[config.mk]
export PLATFORM = sky130hd
export DESIGN_NAME = contador_bcd_botones
export DESIGN_NICKNAME = d
export VERILOG_FILES = /design/src/rtl/contador_pkg.sv /design/src/rtl/antirrebote.sv /design/src/rtl/contador_bcd_botones.sv
export SDC_FILE = /design/constraint.sdc
export NUM_CORES = 1
export LEC_CHECK = 0
export ABC_AREA = 1
export CAP_MARGIN = 0
export CORE_ASPECT_RATIO = 1.2
export CORE_MARGIN = 8
export CORE_UTILIZATION = 50
export CTS_BUF_LIST = sky130_fd_sc_hd__clkbuf_4 sky130_fd_sc_hd__clkbuf_8
export DETAILED_ROUTE_END_ITERATION = 10
export PLACE_DENSITY_LB_ADDON = 0.05
export SLEW_MARGIN = 20
export SYNTH_ARGS = -nofsm -noshare
export SYNTH_HDL_FRONTEND = slang
export SYNTH_SLANG_ARGS = --single-unit
export TNS_END_PERCENT = 100
[constraint.sdc]
create_clock -name clk -period 4.61 [get_ports clk]
set_input_delay 0.922 -clock clk [delete_from_list [all_inputs] [get_ports clk]]
set_output_delay 0.922 -clock clk [all_outputs]
set_load 0.01 [all_outputs]
[src/rtl/contador_pkg.sv]
// ---------------------------------------------------------------------------
// contador_pkg
// Shared types and helpers for the push-button BCD counter.
//   rep_state_t : per-button auto-repeat state
//   DIGIT_W     : width of the digit and of all digit arithmetic
//   step_up / step_down : 4-bit wrap-around digit arithmetic with an explicit
//                         compare against the wrap point
// ---------------------------------------------------------------------------
package contador_pkg;

   localparam int DIGIT_W = 4;

   typedef enum logic [1:0] {
      IDLE,
      WAIT_REP,
      REPEAT
   } rep_state_t;

   // Next digit for an up step: wraps from max_v back to zero.
   function automatic logic [DIGIT_W-1:0] step_up(input logic [DIGIT_W-1:0] v,
                                                  input logic [DIGIT_W-1:0] max_v);
      return (v == max_v) ? '0 : v + DIGIT_W'(1);
   endfunction

   // Next digit for a down step: wraps from zero up to max_v.
   function automatic logic [DIGIT_W-1:0] step_down(input logic [DIGIT_W-1:0] v,
                                                    input logic [DIGIT_W-1:0] max_v);
      return (v == '0) ? max_v : v - DIGIT_W'(1);
   endfunction

endpackage

[src/rtl/antirrebote.sv]
// ---------------------------------------------------------------------------
// antirrebote
// Synchroniser + debouncer + rising-edge detect for one raw push-button.
// Ports:
//   clk    in  single clock, posedge
//   rst    in  synchronous reset, active-high
//   raw_in in  raw button, asynchronous to clk, bouncy
//   level  out debounced level (registered)
//   rise   out high in the cycle whose clock edge sets level from 0 to 1,
//              so a consumer registering on that same edge sees the press
//              at the same time as the level flips
// ---------------------------------------------------------------------------
module antirrebote
   import contador_pkg::*;
#(
   parameter int DEBOUNCE_CYCLES = 500000
) (
   input  logic clk,
   input  logic rst,
   input  logic raw_in,
   output logic level,
   output logic rise
);

   localparam int CNT_W = (DEBOUNCE_CYCLES > 1) ? $clog2(DEBOUNCE_CYCLES) : 1;

   logic             sync1_q, sync1_d;
   logic             sync2_q, sync2_d;
   logic [CNT_W-1:0] cnt_q, cnt_d;
   logic             level_q, level_d;

   // Next-state logic: the two-flop synchroniser shifts the raw input in;
   // the debounce counter only runs while the synced value disagrees with the
   // debounced level, and the level flips once it has disagreed for
   // DEBOUNCE_CYCLES consecutive samples.
   always_comb begin
      sync1_d = raw_in;
      sync2_d = sync1_q;
      cnt_d   = '0;
      level_d = level_q;
      if (sync2_q != level_q) begin
         if (cnt_q == CNT_W'(DEBOUNCE_CYCLES - 1)) begin
            level_d = sync2_q;
            cnt_d   = '0;
         end else begin
            cnt_d = cnt_q + CNT_W'(1);
         end
      end
   end

   // State registers; reset discards any debounce progress.
   always_ff @(posedge clk) begin
      if (rst) begin
         sync1_q <= 1'b0;
         sync2_q <= 1'b0;
         cnt_q   <= '0;
         level_q <= 1'b0;
      end else begin
         sync1_q <= sync1_d;
         sync2_q <= sync2_d;
         cnt_q   <= cnt_d;
         level_q <= level_d;
      end
   end

   assign level = level_q;
   assign rise  = level_d & ~level_q;

endmodule

[src/rtl/contador_bcd_botones.sv]
// ---------------------------------------------------------------------------
// contador_bcd_botones
// Turns two raw push-buttons into one BCD digit 0..MAX_DIGIT for the
// 7-segment decoder. Each button is debounced, steps the digit once on
// press and auto-repeats while held.
// Ports:
//   clk       in  single clock, posedge
//   rst       in  synchronous reset, active-high
//   btn_up    in  raw button, active-high, asynchronous, bouncy
//   btn_down  in  raw button, active-high, asynchronous, bouncy
//   load      in  synchronous load strobe
//   load_val  in  [3:0] value taken when load=1
//   digito    out [3:0] current digit (digito[3]=sw1 MSB .. digito[0]=sw4 LSB)
//   carry     out 1-cycle pulse on an up wrap MAX_DIGIT->0
//   borrow    out 1-cycle pulse on a down wrap 0->MAX_DIGIT
//   load_err  out 1-cycle pulse when a load value is out of range
// ---------------------------------------------------------------------------
module contador_bcd_botones
   import contador_pkg::*;
#(
   parameter int DEBOUNCE_CYCLES = 500000,
   parameter int REPEAT_DELAY    = 25000000,
   parameter int REPEAT_PERIOD   = 10000000,
   parameter int MAX_DIGIT       = 9
) (
   input  logic               clk,
   input  logic               rst,
   input  logic               btn_up,
   input  logic               btn_down,
   input  logic               load,
   input  logic [DIGIT_W-1:0] load_val,
   output logic [DIGIT_W-1:0] digito,
   output logic               carry,
   output logic               borrow,
   output logic               load_err
);

   localparam int REP_MAX = (REPEAT_DELAY > REPEAT_PERIOD) ? REPEAT_DELAY : REPEAT_PERIOD;
   localparam int TMR_W   = (REP_MAX > 1) ? $clog2(REP_MAX) : 1;
   localparam logic [DIGIT_W-1:0] MAX_D = DIGIT_W'(MAX_DIGIT);

   // Index 0 is the up button, index 1 the down button.
   logic [1:0] btn_level;
   logic [1:0] btn_rise;
   logic [1:0] step_req;

   antirrebote #(
      .DEBOUNCE_CYCLES(DEBOUNCE_CYCLES)
   ) u_ar_up (
      .clk   (clk),
      .rst   (rst),
      .raw_in(btn_up),
      .level (btn_level[0]),
      .rise  (btn_rise[0])
   );

   antirrebote #(
      .DEBOUNCE_CYCLES(DEBOUNCE_CYCLES)
   ) u_ar_down (
      .clk   (clk),
      .rst   (rst),
      .raw_in(btn_down),
      .level (btn_level[1]),
      .rise  (btn_rise[1])
   );

   for (genvar i = 0; i < 2; i++) begin : g_rep
      rep_state_t       state_q;
      logic [TMR_W-1:0] timer_q;
      logic             step_q;

      // Auto-repeat FSM for one button. The first step is issued on the
      // press itself, the second after REPEAT_DELAY cycles, and then one
      // every REPEAT_PERIOD cycles. One timer serves both waiting states and
      // is cleared on every step. Release returns to IDLE without a step.
      always_ff @(posedge clk) begin
         if (rst) begin
            state_q <= IDLE;
            timer_q <= '0;
            step_q  <= 1'b0;
         end else begin
            step_q <= 1'b0;
            case (state_q)
               IDLE: begin
                  if (btn_rise[i]) begin
                     state_q <= WAIT_REP;
                     step_q  <= 1'b1;
                     timer_q <= '0;
                  end
               end
               WAIT_REP: begin
                  if (!btn_level[i]) begin
                     state_q <= IDLE;
                  end else if (timer_q == TMR_W'(REPEAT_DELAY - 1)) begin
                     state_q <= REPEAT;
                     step_q  <= 1'b1;
                     timer_q <= '0;
                  end else begin
                     timer_q <= timer_q + TMR_W'(1);
                  end
               end
               REPEAT: begin
                  if (!btn_level[i]) begin
                     state_q <= IDLE;
                  end else if (timer_q == TMR_W'(REPEAT_PERIOD - 1)) begin
                     step_q  <= 1'b1;
                     timer_q <= '0;
                  end else begin
                     timer_q <= timer_q + TMR_W'(1);
                  end
               end
               default: begin
                  state_q <= IDLE;
               end
            endcase
         end
      end

      assign step_req[i] = step_q;
   end

   logic [DIGIT_W-1:0] digito_q, digito_d;
   logic               carry_q, carry_d;
   logic               borrow_q, borrow_d;
   logic               load_err_q, load_err_d;

   // Step resolution: load beats any step; simultaneous up and down cancel;
   // otherwise a single step moves the digit, wrapping at the ends with a
   // carry or borrow pulse.
   always_comb begin
      digito_d   = digito_q;
      carry_d    = 1'b0;
      borrow_d   = 1'b0;
      load_err_d = 1'b0;
      if (load) begin
         if (load_val <= MAX_D) begin
            digito_d = load_val;
         end else begin
            load_err_d = 1'b1;
         end
      end else if (step_req[0] && !step_req[1]) begin
         digito_d = step_up(digito_q, MAX_D);
         carry_d  = (digito_q == MAX_D);
      end else if (step_req[1] && !step_req[0]) begin
         digito_d = step_down(digito_q, MAX_D);
         borrow_d = (digito_q == '0);
      end
   end

   // Registered outputs to the decoder.
   always_ff @(posedge clk) begin
      if (rst) begin
         digito_q   <= '0;
         carry_q    <= 1'b0;
         borrow_q   <= 1'b0;
         load_err_q <= 1'b0;
      end else begin
         digito_q   <= digito_d;
         carry_q    <= carry_d;
         borrow_q   <= borrow_d;
         load_err_q <= load_err_d;
      end
   end

   assign digito   = digito_q;
   assign carry    = carry_q;
   assign borrow   = borrow_q;
   assign load_err = load_err_q;

endmodule

==> results_dict.tcl, run 1 <==
set metrics [dict create \
    cts_setup_buffers 0 \
    grt_pass1_vias 6130 \
    fillers 1455 \
    ant_nets 0 \
    nets 1169 \
    tightest_slew_ns 0.987 \
    cp-end-kind "flop" \
    fin_tns_setup_ns 0 \
    yosysSeqAreaShare_pct 30.7 \
    layout_min_cycle_time_ns 2.40 \
    drtPass1Iterations 5 \
    min_path_type "reg2reg" \
    synth-seq-cells 107 \
    vdd_drop_max_mv 0.333 \
    gp_congestion 0.891 \
    layout-drive-gt1-share_pct 6.42 \
    synth-async-reset-ratio_pct 0 \
    cts_resized 0 \
    numCtsBuffers 9 \
    rsz0062_at_grt "no" \
    core_area_sq_um 13700 \
    path_clk_slew_ns 0.10 \
    first_iter_violations 362 \
    cts_buffer_depth 2 \
    fmax_ghz 0.417 \
    grt_usage_pct 18.6 \
    htree_levels 3 \
    hpwlAfterDp_mm 11.7 \
    setup-violations-final 0 \
    p_per_area_nw_per_um2 392 \
    cp_max_fo 34 \
    avgSynthCellArea_sq_um 6.06 \
    synth.distinct_cells 38 \
    wl_mm 16.3 \
    fp-row-count 47 \
    ctsHoldBuffers 0 \
    fin_crit_sh_pct 52.0 \
    finClkSkew_ns 0.00815 \
    fp.dieW_um 124 \
    antenna_found_initial 0 \
    status "finished, final reports clean" \
    maxSlewViolCount 0 \
    crit_type "reg2reg" \
    drc 0 \
    portBuffers 15 \
    cap_violations 0 \
    area_growth_pct 5.36 \
    power_w 0.00288 \
    grt-ovfl-total 0 \
    grt_pass1_wl_mm 28.0 \
    clockRootBuffer "clkbuf_8" \
    cts_sinks 107 \
    die_h_um 145 \
    worst_setup_path_start_kind "flop" \
    final_common_cell "nand2_1" \
    cts_tree "built" \
    die_area_sq_um 18000 \
    worstPathArrival_ns 2.68 \
    initial_utilization_pct 51.0 \
    grt_max_degree 55 \
    maxSlewHeadroom_pct 34.2 \
    viasPerCell 5.04 \
    yosys_warnings 0 \
    worstSkewPairLatency_ns 0.38 \
    synthesis.area_sq_um 6980 \
    io_pins 16 \
    cp_data_required_time_ns 4.89 \
    via_count 6672 \
    synth_edf_count 0 \
    yosys_most_used_dff "dfxtp_1" \
    final_cell_mix "nand2_1, nor2_1, inv_1" \
    syn_inst 1152 \
    syn_nets 1173 \
    p_leak_nw 2.97 \
    diodes 0 \
    hold_violations 0 \
    wire_per_inst_um 12.3 \
]
-- worst max-delay path, cell delays in order (launching register included) --
cell and delay, ns:
dfxtp_1 0.40, inv_1 0.08, ha_1 0.37, nor2_1 0.26
nor2_1 0.07, nor2_2 0.39, nand2_4 0.18, inv_4 0.31
nand2_1 0.09, nand2_1 0.07, nor2_1 0.05
-- worst paths after layout --
check                           start                    to  slack [ns]  cells after the start
setup / recovery  g_rep[1].state_q[0]  g_rep[1].timer_q[10]        2.21                     10
hold / removal      u_ar_down.sync1_q     u_ar_down.sync2_q        0.41                      2
setup reg to reg  g_rep[1].state_q[0]  g_rep[1].timer_q[10]        2.21                     10
hold reg to reg     u_ar_down.sync1_q     u_ar_down.sync2_q        0.41                      2
-- metal layers --
layer / share of wire, % / track usage, % / routed length, um
met1: 46 / 22.5 / 7470
met2: 49 / 31.8 / 8040
met3: 2.3 / 2.83 / 375
met4: 2.3 / 7.30 / 369
met5: 0 / 0 / 0
-- metrics by stage --
| step | area [sq um] | setup WS [ns] | std cells | utilization [%] | hold WS (ns) |
|---|---|---|---|---|---|
| 3_5_place_dp | 7170 | 1.86 | 1308 | 52.3 | 0.397 |
| 5_1_grt | 7360 | 1.96 | 1324 | 53.7 | 0.428 |
| 3_3_place_gp | 7170 | 1.89 | 1308 | 52.3 | 0.393 |
| 2_1_floorplan | 6980 | 2.77 | 1152 | - | 0.388 |
| 6_report | 7360 | 2.21 | 1324 | 53.7 | 0.410 |
| 4_1_cts | 7360 | 2.22 | 1324 | 53.7 | 0.406 |
-- cells in the mapped netlist (6+ instances only) --
| cell type | number | area [sq um] |
|---|---|---|
| buf_6 | 7 | 78.8 |
| xor2_1 | 18 | 158 |
| ha_1 | 12 | 150 |
| o21ai_0 | 13 | 65.1 |
| clkbuf_1 | 10 | 37.5 |
| nand3b_1 | 9 | 67.6 |
| nand3_1 | 94 | 470 |
| nand2_2 | 11 | 68.8 |
| dfxtp_1 | 107 | 2140 |
| nand4_1 | 24 | 150 |
| nor2_1 | 214 | 803 |
| buf_2 | 7 | 35.0 |
| inv_1 | 148 | 556 |
| nor2_4 | 7 | 78.8 |
| nand2_1 | 333 | 1250 |
| xnor2_1 | 6 | 52.6 |
| a21oi_1 | 34 | 170 |
| nor3_1 | 30 | 150 |
| nor2_2 | 14 | 87.6 |
-- sequential cells by signal (all words and copies together), names as in the netlist, 2 cells and up --
| name | flops |
|---|---|
| g_rep.state_q | 4 |
| u_ar_down.cnt_q | 19 |
| digito | 4 |
| u_ar_up.cnt_q | 19 |
| g_rep.step_q | 2 |
| g_rep.timer_q | 50 |
-- area by class of cell --
| class | count | area [sq um] | area share, % |
|---|---|---|---|
| tap | 171 | 214 | 2.91 |
| inverter | 154 | 583 | 7.93 |
| clock inverter | 4 | 32.5 | 0.442 |
| timing repair buffer | 16 | 158 | 2.14 |
| multi-input combinational | 860 | 4070 | 55.3 |
| sequential | 107 | 2140 | 29.1 |
| clock buffer | 12 | 159 | 2.16 |
-- power breakdown --
part,internal (W),switching [W],leakage [nW],total [W]
Combinational,0.000349,0.000775,2.00,0.00112
Clock,0.000238,0.000338,0.0983,0.000575
Sequential,0.00104,0.000145,0.869,0.00118
-- cell families after synthesis --
kind of cell             synth area share, %
XOR/XNOR                                3.01
buffers and inverters                   11.1
flip-flops                              30.7
AO/OA/AOI/OAI                           4.77
AND/OR/NAND/NOR                         48.3
adder cells (fa/ha/maj)                 2.15
(Power assumes the default switching activity.)
==> run 2: changes to the inputs <==
==> constraint.sdc (replaced) <==
create_clock -name clk -period 2.41 [get_ports clk]
set_input_delay 0.482 -clock clk [delete_from_list [all_inputs] [get_ports clk]]
set_output_delay 0.482 -clock clk [all_outputs]
set_load 0.01 [all_outputs]
==> run 2 against run 1 <==
Against the previous run:
- hold slack better by 0.0045 ns
- flip-flop and latch count unchanged
- final cell count up 0.98%
- clock power up 90%
- critical endpoint is now g_rep[0].timer_q[12]
- highest routed layer unchanged
- first-iteration DRC count down 3.9%
- sequential power grew 92%
- die area stayed put
- critical path type unchanged
- utilization rose by 0.87 points
- combinational power grew 100%
==> results_dict.tcl, run 2 (synthesized netlist as in run 1, its figures left out) <==
set metrics [dict create \
    fp.dieW_um 124 \
    maxSlewHeadroom_pct 74.5 \
    power_w 0.00562 \
    hold_slack_ns 0.415 \
    largest_register_ffs 50 \
    setup-violations-final 0 \
    worst_setup_path_start_kind "flop" \
    min_path_type "reg2reg" \
    htree_levels 3 \
    cts_sinks 107 \
    wire_per_inst_um 12.1 \
    die_area_sq_um 18000 \
    hpwlAfterDp_mm 12.0 \
    final_common_cell "nand2_1" \
    cp-startpoint "u_ar_up.cnt_q[0]" \
    cp_max_fo 26 \
    fp-row-count 47 \
    design_area_sq_um 7480 \
    viasPerCell 5.01 \
    drtPass1Iterations 5 \
    area_growth_pct 7.06 \
    cts_tree "built" \
    tightest_slew_ns 0.382 \
    crit_type "reg2reg" \
    grt_usage_pct 18.8 \
    numCtsBuffers 9 \
    p_per_area_nw_per_um2 752 \
    worstPathArrival_ns 2.23 \
    ant_nets 0 \
    io_pins 16 \
    cap_violations 0 \
    diodes 0 \
    final_cell_mix "nand2_1, nor2_1, inv_1" \
    first_iter_violations 348 \
    wl_mm 16.1 \
    layout_min_cycle_time_ns 1.94 \
    grt_pass1_vias 6230 \
    clockRootBuffer "clkbuf_8" \
    core_area_sq_um 13700 \
    initial_utilization_pct 51.0 \
    timing.rr.start "u_ar_up.cnt_q[0]" \
    fmax_ghz 0.517 \
    place_area_sq_um 7290 \
    ctsHoldBuffers 0 \
    p_leak_nw 3.04 \
    cts_resized 0 \
    hp-start "u_ar_down.sync1_q" \
    finClkSkew_ns 0.0170 \
    largest_registers "g_rep.timer_q (50), u_ar_down.cnt_q (19), u_ar_up.cnt_q (19)" \
    worstSkewPairLatency_ns 0.39 \
    die_h_um 145 \
    cp_data_required_time_ns 2.71 \
    nets 1182 \
    grt-ovfl-total 0 \
    drc 0 \
    portBuffers 15 \
    via_count 6693 \
    cp-end-kind "flop" \
    cts_buffer_depth 2 \
    fillers 1461 \
    status "finished, final reports clean" \
    gp_congestion 0.908 \
    grt_max_degree 35 \
    rsz0062_at_grt "no" \
    vdd_drop_max_mv 0.614 \
    grt_pass1_wl_mm 28.2 \
    cts_setup_buffers 0 \
    layout-drive-gt1-share_pct 7.46 \
    hold_violations 0 \
    maxSlewViolCount 0 \
    top_register "g_rep.timer_q" \
    fin_tns_setup_ns 0 \
    path_clk_slew_ns 0.11 \
    antenna_found_initial 0 \
    fin_crit_sh_pct 80.3 \
]
## run 2: cell types whose count changed in the layout (fill, tap and decap cells not counted)
| cell | previous run | this run |
|---|---|---|
| buf_12 | 0 | 2 |
| buf_4 | 1 | 12 |
| clkbuf_4 | 1 | 0 |
| clkinv_2 | 1 | 2 |
| clkinvlp_4 | 1 | 2 |
| inv_6 | 1 | 0 |
## run 2: worst max-delay path: stages, from the launching register on
cell and delay (ns):
dfxtp_1 0.36, ha_1 0.17, nand2_1 0.10, nor2_4 0.11, nand3_2 0.10, nor2_4 0.14
nand3_2 0.09, nand2_4 0.17, nand2_4 0.15, inv_4 0.25, nand2_1 0.09, nand2_1 0.07
nor2_1 0.04
## run 2: stage by stage
stage | setup slack (ns) | instances | util (%)
final | 0.475 | 1337 | 54.6
after floorplan | 0.707 | 1152 | -
after CTS | 0.443 | 1337 | 54.6
after global placement | 0.503 | 1321 | 53.2
after global routing | 0.245 | 1337 | 54.6
after detailed placement | 0.451 | 1321 | 53.2
## run 2: final cells by class
class / count / area, sq um / share of cell area, %
Clock buffer: 11 / 151 / 2.03
Sequential cell: 107 / 2140 / 28.7
Inverter: 154 / 583 / 7.80
Tap cell: 171 / 214 / 2.86
Multi-Input combinational cell: 860 / 4070 / 54.4
Clock inverter: 5 / 36.3 / 0.485
Timing Repair Buffer: 29 / 280 / 3.75
## run 2: power breakdown
group	total [W]	switching [W]	internal [W]
sequential	0.00227	0.000278	0.00199
clock	0.00109	0.000656	0.000437
combinational	0.00226	0.00150	0.000757
## run 2: routing by layer
layer / share of wire (%) / vias to the layer above / wire (um) / global-route usage (%)
li1: - / 3601 / - / -
met1: 46 / 2981 / 7360 / 22.4
met2: 50 / 85 / 8060 / 33.0
met3: 2.4 / 26 / 387 / 2.68
met4: 1.9 / 0 / 306 / 6.76
met5: 0 / - / 0 / 0
## run 2: path summary, 6_finish.rpt
path / slack (ns) / to / cells past startpoint
worst max-delay path: 0.47 / g_rep[0].timer_q[12] / 12
worst min-delay path: 0.41 / u_ar_down.sync2_q / 2
worst max register to register: 0.47 / g_rep[0].timer_q[12] / 12
worst min register to register: 0.41 / u_ar_down.sync2_q / 2
==> edit: new RTL, settings of run 2 <==
Make the reset (`rst`) asynchronous in 3 clocked blocks. Comments in the files are not updated.
--- a/src/rtl/antirrebote.sv
+++ b/src/rtl/antirrebote.sv
@@ -49,7 +49,7 @@
    end
 
    // State registers; reset discards any debounce progress.
-   always_ff @(posedge clk) begin
+   always_ff @(posedge clk or posedge rst) begin
       if (rst) begin
          sync1_q <= 1'b0;
          sync2_q <= 1'b0;
--- a/src/rtl/contador_bcd_botones.sv
+++ b/src/rtl/contador_bcd_botones.sv
@@ -73,7 +73,7 @@
       // press itself, the second after REPEAT_DELAY cycles, and then one
       // every REPEAT_PERIOD cycles. One timer serves both waiting states and
       // is cleared on every step. Release returns to IDLE without a step.
-      always_ff @(posedge clk) begin
+      always_ff @(posedge clk or posedge rst) begin
          if (rst) begin
             state_q <= IDLE;
             timer_q <= '0;
@@ -148,7 +148,7 @@
    end
 
    // Registered outputs to the decoder.
-   always_ff @(posedge clk) begin
+   always_ff @(posedge clk or posedge rst) begin
       if (rst) begin
          digito_q   <= '0;
          carry_q    <= 1'b0;
Behaviour: differs if rst is asserted again (counterexample within 4 cycles, from zero or initial values and one cycle with rst high); with rst held inactive, the same outputs for 10 cycles.
==> edit against run 2 <==
Critical path type unchanged; final area is 1.3% lower; critical path depth is 3 lower; clock skew shrank 0.0042 ns; area after synthesis down 2.1%; worst setup slack worse by 0.039 ns; sequential cell count stayed put; routed wire length fell by 9.2%.
Power is not compared: it rests on default switching activity, and its combinational part moved more than twofold at a synthesized area within 25%.
==> edit: results (changes against run 2) <==
half-perimeter wire length of the detailed placement result 10.6 mm (-11%); vias per cell 5.00 (-0.14%); final-report hold violation count 0 (unchanged); maximum number of pins on one net before global-route repair 33 (-5.7%); Synth cell types 43 (+13%); number of H-tree levels 3 (unchanged); largest stage delay on the critical path 0.39 ns (+0.03 ns); post-CTS clock slew at the launch and capture registers of the worst setup and hold paths roughly 0.10 ns; Tightest Pin Transition 0.608 ns (+0.227 ns); via count of the first global-routing pass 5,640 (-9.5%); clock buffer depth 2 (unchanged); Detailed Routing Iterations Pass 1 6 (+1); number of nets in the synthesized netlist 974 (-17%); share of final-layout standard cells stronger than drive strength 1 0.0696 (-0.00501); Main synth FF type sky130_fd_sc_hd__dfrtp_1; Area contributors post-synth sky130_fd_sc_hd__dfrtp_1 (39%), sky130_fd_sc_hd__nand2_1 (16%), sky130_fd_sc_hd__nor2_1 (7.0%); number of nets in the finished design 993 (-16%); Setup Skew 0.0128 ns (-0.00416 ns); Worst path top cell family by delay simple AND/OR/NAND/NOR gates; routability congestion estimate 0.837 (-7.8%); Setup WS pre-CTS 0.215 ns (-0.236 ns); fraction of registers with async set or reset after synthesis 1.00 (+1.00); leading post-synthesis cells by instance count sky130_fd_sc_hd__nand2_1 (286), sky130_fd_sc_hd__nor2_1 (127), sky130_fd_sc_hd__inv_1 (124); worst ir drop on vdd 208 µV; initial antenna violation count 0 (unchanged); master of the slowest instance on the critical path sky130_fd_sc_hd__dfrtp_1; wire length per cell 12.7 µm (+5.7%); maximum fanout along the worst path 27 (+3.8%); number of DRC violations after detailed-routing iteration 0 320 (-8.0%); gr usage total 0.176 (-0.0116); share of synthesized area occupied by flip-flops and latches 0.392 (+0.0848); arrival time of data at the critical path endpoint 2.30 ns (+0.07 ns); global-route wire length before repair 25.5 mm (-9.5%); run status finished clean
-- edit: cell types whose count changed after synthesis, sizes merged, moves of 14 or more --
cell   change
nor2      -99
dfxtp    -107
a21oi     -14
inv       -28
nand2     -59
xor2      +25
dfrtp    +107
-- edit: logic make-up (layout without fill, tap and decap cells) --
family / Yosys count / after routing / synth area share
AOI/OAI and AO/OA: 48 / 48 / 0.0401
xor gates and xnor gates: 55 / 55 / 0.0704
buffers and inverters: 145 / 169 / 0.0907
adders and majority gates: 12 / 12 / 0.0220
DFF: 107 / 107 / 0.392
and+or+nand+nor: 586 / 586 / 0.385
-- edit: worst paths after layout --
path                                    start                   end  slack (ns)  cells after the start
max in group asynchronous                 rst  g_rep[1].timer_q[11]        1.31                      3
min in group asynchronous                 rst   g_rep[1].state_q[0]        0.50                      2
min reg2reg                 u_ar_down.sync1_q     u_ar_down.sync2_q        0.36                      0
max                        u_ar_down.cnt_q[0]  g_rep[1].timer_q[18]        0.44                      9
max reg2reg                u_ar_down.cnt_q[0]  g_rep[1].timer_q[18]        0.44                      9
min                         u_ar_down.sync1_q     u_ar_down.sync2_q        0.36                      0
-- edit: worst reg2reg max path, stage by stage (launching register included) --
cell,delay (ns)
sky130_fd_sc_hd__dfrtp_1,0.39
sky130_fd_sc_hd__ha_1,0.30
sky130_fd_sc_hd__nand3_4,0.14
sky130_fd_sc_hd__nor3_4,0.22
sky130_fd_sc_hd__nand3_2,0.09
sky130_fd_sc_hd__nand2_2,0.11
sky130_fd_sc_hd__nand2_4,0.20
sky130_fd_sc_hd__clkinv_4,0.27
sky130_fd_sc_hd__nand3_1,0.11
sky130_fd_sc_hd__nand2_1,0.08
-- edit: per-layer routing --
layer	vias to the layer above	routed length [µm]	GRT usage
met2	48	7300	0.312
met5	-	0	0
li1	3035	-	-
met4	0	135	0.0701
met3	12	315	0.0184
met1	2644	6870	0.214
-- edit: area by class of cell --
cell class / instances / area [µm²]
sequential: 107 / 2680
tap: 171 / 214
inverter: 129 / 498
multi-input combinational: 701 / 3550
clock buffer: 10 / 131
clock inverter: 6 / 65.1
fill: 1352 / 6210
timing repair buffer: 24 / 243
-- edit: where the power goes --
group | switching, W | leakage, nW | internal [W]
clock | 0.000652 | 0.100 | 0.000495
combinational | 0.000116 | 1.84 | 0.0000807
sequential | 0.0000302 | 1.47 | 0.00182
-- edit: through the flow --
step	power, W	instances	hold WS, ns	area, µm²
3_5_place_dp	0.00209	1132	0.339	7170
3_3_place_gp	0.00209	1132	0.337	7170
6_report	0.00319	1148	0.360	7380
4_1_cts	0.00324	1148	0.364	7370
5_1_grt	0.00333	1148	0.374	7380
2_1_floorplan	0.00199	953	0.331	6840
-- edit: what timing repair did --
action                     4_1_cts  5_1_grt
setup buffers                    0        0
setup endpoints to repair        0        2
gates resized for setup          0        1
